$ cat src/rtl/hazard_flush_gen_pkg.sv
// Shared types for the flush/stall hazard generator.
// FSM state encoding and default widths.
package hazard_flush_gen_pkg;

  localparam int REG_ADDR_W = 5;
  localparam int PC_W       = 32;

  typedef enum logic [1:0] {
    IDLE  = 2'd0,
    FLUSH = 2'd1,
    STALL = 2'd2
  } state_t;

endpackage

$ cat src/rtl/hazard_flush_gen_load_use_detect.sv
// Load-use hit compare between the load in EX and the instr in ID.
// Purely combinational.
module load_use_detect #(
  parameter int REG_ADDR_W = 5
) (
  input  logic [REG_ADDR_W-1:0] id_rs,
  input  logic [REG_ADDR_W-1:0] id_rt,
  input  logic                  id_uses_rs,
  input  logic                  id_uses_rt,
  input  logic                  ex_readdmem,
  input  logic [REG_ADDR_W-1:0] ex_rd,
  output logic                  hit
);

  logic rs_hit;
  logic rt_hit;

  assign rs_hit = id_uses_rs && (id_rs == ex_rd);
  assign rt_hit = id_uses_rt && (id_rt == ex_rd);

  // r0 is hardwired zero, so a load into it never creates a hazard
  assign hit = ex_readdmem && (ex_rd != '0)
            && (rs_hit || rt_hit);

endmodule

$ cat src/rtl/hazard_flush_gen.sv
// Flush/stall producer: taken-branch redirect + flush hold,
// load-use stall, saturating event counters.
module hazard_flush_gen
  import hazard_flush_gen_pkg::*;
#(
  parameter int REG_ADDR_W   = 5,
  parameter int PC_W         = 32,
  parameter int FLUSH_CYCLES = 2,
  parameter int CNT_W        = 16
) (
  input  logic                  clk,
  input  logic                  rst,
  input  logic [REG_ADDR_W-1:0] id_rs,
  input  logic [REG_ADDR_W-1:0] id_rt,
  input  logic                  id_uses_rs,
  input  logic                  id_uses_rt,
  input  logic                  ex_readdmem,
  input  logic [REG_ADDR_W-1:0] ex_rd,
  input  logic                  ex_branch_taken,
  input  logic [PC_W-1:0]       ex_target,
  output logic                  flush,
  output logic                  stall_pc,
  output logic                  stall_ifid,
  output logic                  pc_redirect,
  output logic [PC_W-1:0]       pc_target,
  output logic                  busy,
  output logic [CNT_W-1:0]      flush_events,
  output logic [CNT_W-1:0]      stall_events
);

  localparam int REM_W = $clog2(FLUSH_CYCLES) + 1;
  localparam logic [REM_W-1:0] REM_INIT =
    REM_W'(FLUSH_CYCLES - 1);

  state_t           state_q;
  state_t           state_d;
  logic [REM_W-1:0] rem_q;
  logic [REM_W-1:0] rem_d;
  logic [PC_W-1:0]  tgt_q;
  logic [CNT_W-1:0] fcnt_q;
  logic [CNT_W-1:0] scnt_q;

  logic hit;
  logic idle;
  logic take;
  logic lu_stall;

  load_use_detect #(
    .REG_ADDR_W (REG_ADDR_W)
  ) u_lud (
    .id_rs       (id_rs),
    .id_rt       (id_rt),
    .id_uses_rs  (id_uses_rs),
    .id_uses_rt  (id_uses_rt),
    .ex_readdmem (ex_readdmem),
    .ex_rd       (ex_rd),
    .hit         (hit)
  );

  // Hazards are only sampled in IDLE; branch wins over load-use
  assign idle     = (state_q == IDLE);
  assign take     = idle && ex_branch_taken;
  assign lu_stall = idle && !ex_branch_taken && hit;

  always_ff @(posedge clk) begin
    if (rst) begin
      state_q <= IDLE;
      rem_q   <= '0;
      tgt_q   <= '0;
      fcnt_q  <= '0;
      scnt_q  <= '0;
    end else begin
      state_q <= state_d;
      rem_q   <= rem_d;
      if (take) tgt_q <= ex_target;
      if (take && (fcnt_q != '1))
        fcnt_q <= fcnt_q + CNT_W'(1);
      if (lu_stall && (scnt_q != '1))
        scnt_q <= scnt_q + CNT_W'(1);
    end
  end

  always_comb begin
    state_d = state_q;
    rem_d   = rem_q;
    unique case (state_q)
      IDLE: begin
        if (take) begin
          rem_d = REM_INIT;
          if (FLUSH_CYCLES > 1) state_d = FLUSH;
        end else if (lu_stall) begin
          state_d = STALL;
        end
      end
      FLUSH: begin
        rem_d = rem_q - REM_W'(1);
        if (rem_q <= REM_W'(1)) state_d = IDLE;
      end
      STALL:   state_d = IDLE;
      default: state_d = IDLE;
    endcase
  end

  always_comb begin
    flush       = 1'b0;
    stall_pc    = 1'b0;
    stall_ifid  = 1'b0;
    pc_redirect = 1'b0;
    busy        = 1'b0;
    pc_target   = tgt_q;
    if (rst) begin
      pc_target = '0;
    end else begin
      flush       = take || lu_stall
                 || (state_q == FLUSH);
      stall_pc    = lu_stall;
      stall_ifid  = lu_stall;
      pc_redirect = take;
      busy        = !idle;
      if (take) pc_target = ex_target;
    end
  end

  assign flush_events = fcnt_q;
  assign stall_events = scnt_q;

endmodule

$ cat config.mk
export PLATFORM = sky130hd
export DESIGN_NAME = hazard_flush_gen
export DESIGN_NICKNAME = d
export VERILOG_FILES = /design/src/rtl/hazard_flush_gen_pkg.sv /design/src/rtl/hazard_flush_gen_load_use_detect.sv /design/src/rtl/hazard_flush_gen.sv
export SDC_FILE = /design/constraint.sdc
export NUM_CORES = 1
export LEC_CHECK = 0
export ABC_CLOCK_PERIOD_IN_PS = 2000
export CORE_ASPECT_RATIO = 2
export CORE_UTILIZATION = 35
export CTS_CLUSTER_SIZE = 28
export DETAILED_ROUTE_END_ITERATION = 10
export PLACE_DENSITY = 0.7
export SYNTH_ARGS = -nofsm -noshare
export SYNTH_HDL_FRONTEND = slang
export SYNTH_SLANG_ARGS = --single-unit
$ cat constraint.sdc
create_clock -name clk -period 2 [get_ports clk]
set_clock_uncertainty 0.2 [all_clocks]
set_input_delay 0.4 -clock clk [delete_from_list [all_inputs] [get_ports clk]]
set_output_delay 0.4 -clock clk [all_outputs]
set_load 0.02 [all_outputs]
==> results.cfg <==
[outcome]
status = complete, but fails checks
failed_checks = setup timing

[synthesis]
synthDominantCellAreaShare_pct = 45.9
synthTopCellsByCount = 77 x nand2_1, 68 x dfxtp_1, 48 x a21oi_1
synth.largest_area_cell = dfxtp_1
syn-mean-instance-area_um2 = 8.15
ys_warn_count = 0
async_flop_share_pct = 0
synth_seq_cells = 68
synth_edf_count = 0
synth_area_um2 = 2970
synth_most_common_cell = nand2_1
ys.flop_type = dfxtp_1
netlist_instances = 364
seq_area_frac_synth_pct = 45.9
synth_nets = 420
netlist_top_cells_area = dfxtp_1 46%, nand2_1 9.7%, a21oi_1 8.1%
synth.distinct_cells = 42

[finish]
layout.cells.non_filler = 641
diodes = 0
fin_nets = 595
syn_to_final_growth_pct = 79.0
drive_gt1_share_pct = 34.8

[routing]
vias_per_cell = 5.00
drt-initial-drc-count = 110
firstDrtPassIters = 4
num_vias = 3205
drc = 0
wl_um = 9280
ant_nets = 0
wl_per_cell_um = 14.5

[pwr]
p_per_area_nw_per_um2 = 648
power.share.clock_pct = 41.8
leakagePower_nw = 2.30
p_int_mw = 2.60
total_power_mw = 3.44
sw_frac_of_total_pct = 24.4
peakVddDrop_mv = 0.441
combinationalPowerShare_pct = 17.0
seqPwrFrac_pct = 41.3
power.switching_mw = 0.839

[global_routing]
grt_start_max_net_pins = 24
grt_pass1_vias = 3202
grt_pass1_wl_um = 14800
overflow = 0
grt_usage_pct = 21.9
antenna_found_initial = 0

[floorplan]
design.core.area_um2 = 8230
pin_count = 122
num_rows = 47
fp.dieH_um = 132
floorplan.initialDensity_pct = 36.0
die_w_um = 67.1
die_area_um2 = 8870

[worst_setup_path]
arrival_ps = 1580
cp.required_ps = 1400
path_class = flip-flop to primary output
critPathMaxFanout = 8
critPathCaptureType = primary output
cp-endpoint = pc_target[7]
worstReg2RegEnd = flush_events[5]$_SDFFE_PP0P_
crit_start = state_q[0]$_SDFFE_PP0P_
rrSetupSlack_ps = -120
rr_worst_depth = 9
startpoint_type = flip-flop
rr_startpoint = state_q[0]$_SDFFE_PP0P_

[timing]
setup_slack_ps = -179
final-hold-violation-count = 0
layout_min_cycle_time_ps = 2180
relSlewSlack_pct = 77.2
finalCritPeriodShare_pct = 109
drv_slew = 0
timing.fmax_mhz = 459
rsz0062_at_grt = true
worst_slew_pin_slew_ps = 341
setup_viol = 44

[clocking]
cts_root_buffer = clkbuf_16
clock_latency_ps = 330
cts_num_sinks = 68
clk_path_buf_depth = 2
cts_tree = built
cts_hold_buf = 0
clkSlewWorstSetupHoldPaths_ps = 50
cts_buffers = 9
h-tree-depth = 3

[placed_design]
dp.cells = 606
hpwl_um = 6570
gp_congestion = 0.836
port_buffers = 121
place_ws_ps = -1020

[worst_hold_path]
min_path_type = input port to flip-flop

[run]
maxCapViolations = 0
==> per-layer routing <==
metal	global-route usage [%]	share of wire (%)	vias up
met5	0	0	-
li1	-	-	1603
met1	21.4	35	1486
met3	4.50	3.9	16
met4	10.2	2.7	0
met2	41.1	59	100
==> repair_timing <==
action,CTS,global route
gates resized for setup,270,36
setup buffers,12,7
gates cloned,3,0
endpoints found under the setup margin,67,70
pin swaps,27,9
==> worst min path at each step <==
stage / start / to / slack (ps) / cells past startpoint
3_3_place_gp: tgt_q[4]$_DFF_P_ / tgt_q[4]$_DFF_P_ / 250 / 2
4_1_cts: rst / stall_events[8]$_SDFFE_PP0P_ / 240 / 3
5_1_grt: rst / stall_events[10]$_SDFFE_PP0P_ / 250 / 3
6_report: rst / stall_events[10]$_SDFFE_PP0P_ / 250 / 3
3_5_place_dp: tgt_q[19]$_DFF_P_ / tgt_q[19]$_DFF_P_ / 250 / 2
2_1_floorplan: state_q[1]$_SDFFE_PP0P_ / state_q[0]$_SDFFE_PP0P_ / 250 / 1
==> state kept, by name (all words and copies together) (netlist names) <==
register,flops
stall_events,16
tgt_q,32
flush_events,16
rem_q,2
state_q,2
==> layout make-up <==
class,count,area [µm²]
Fill cell,720,2920
Multi-Input combinational cell,274,1780
Clock buffer,13,260
Sequential cell,68,1380
Inverter,5,18.8
Timing Repair Buffer,181,1750
Clock inverter,2,10.0
Tap cell,98,123
==> layout by cell type (no fill, tap or decap), types with 3 or more instances in the layout <==
| cell | n |
|---|---|
| dlymetal6s2s_1 | 11 |
| nor2b_1 | 5 |
| clkdlybuf4s15_2 | 4 |
| and3_1 | 7 |
| nor3_1 | 8 |
| nand2_1 | 71 |
| mux2i_1 | 3 |
| buf_4 | 66 |
| dfxtp_1 | 59 |
| buf_12 | 3 |
| xnor2_1 | 16 |
| a21oi_2 | 35 |
| or3_1 | 8 |
| buf_6 | 22 |
| inv_1 | 5 |
| nand2_2 | 4 |
| nor2_2 | 3 |
| o21ai_0 | 7 |
| nor2_1 | 29 |
| dlygate4sd2_1 | 11 |
| xor2_1 | 3 |
| clkdlybuf4s50_1 | 47 |
| buf_2 | 4 |
| clkbuf_16 | 9 |
| a21oi_1 | 14 |
| and4_1 | 3 |
| nand3_1 | 11 |
| ha_1 | 3 |
| clkdlybuf4s15_1 | 8 |
| dfxtp_2 | 8 |
| nand4_1 | 7 |
==> power groups by stage <==
stage | Sequential (mW) | Clock, mW | Combinational (mW)
after floorplan | 1.45 | 0 | 0.241
after global placement | 1.45 | 0 | 0.509
after detailed placement | 1.45 | 0 | 0.513
after CTS | 1.42 | 1.47 | 0.569
after global routing | 1.42 | 1.53 | 0.624
final | 1.42 | 1.44 | 0.583
==> cell families after synthesis <==
family / Yosys count / share of synthesized area [%]
compound gates: 67 / 12.7
xor+xnor: 21 / 6.20
fa+ha+maj: 3 / 1.27
buf+inv: 22 / 3.21
flops: 68 / 45.9
mux: 6 / 2.15
simple gates: 177 / 28.6
==> through the flow <==
step                      cell area [µm²]  hold WS (ps)  utilization, %  TNS, ps
after floorplan                      3100           247               -    -43.4
after global placement               4690           249            57.0   -44600
after detailed placement             4690           251            57.0   -44520
after CTS                            5140           244            62.4    -6070
after global routing                 5310           254            64.5    -9390
final                                5310           254            64.5    -5410
==> critical path, cell delays in order (launching register included) <==
cell	delay, ps
dfxtp_2	340
nor2_2	190
nand2_4	120
bufbuf_16	290
nand2_1	80
a21oi_2	60
buf_4	160
Power figures use the tool's default switching activity.
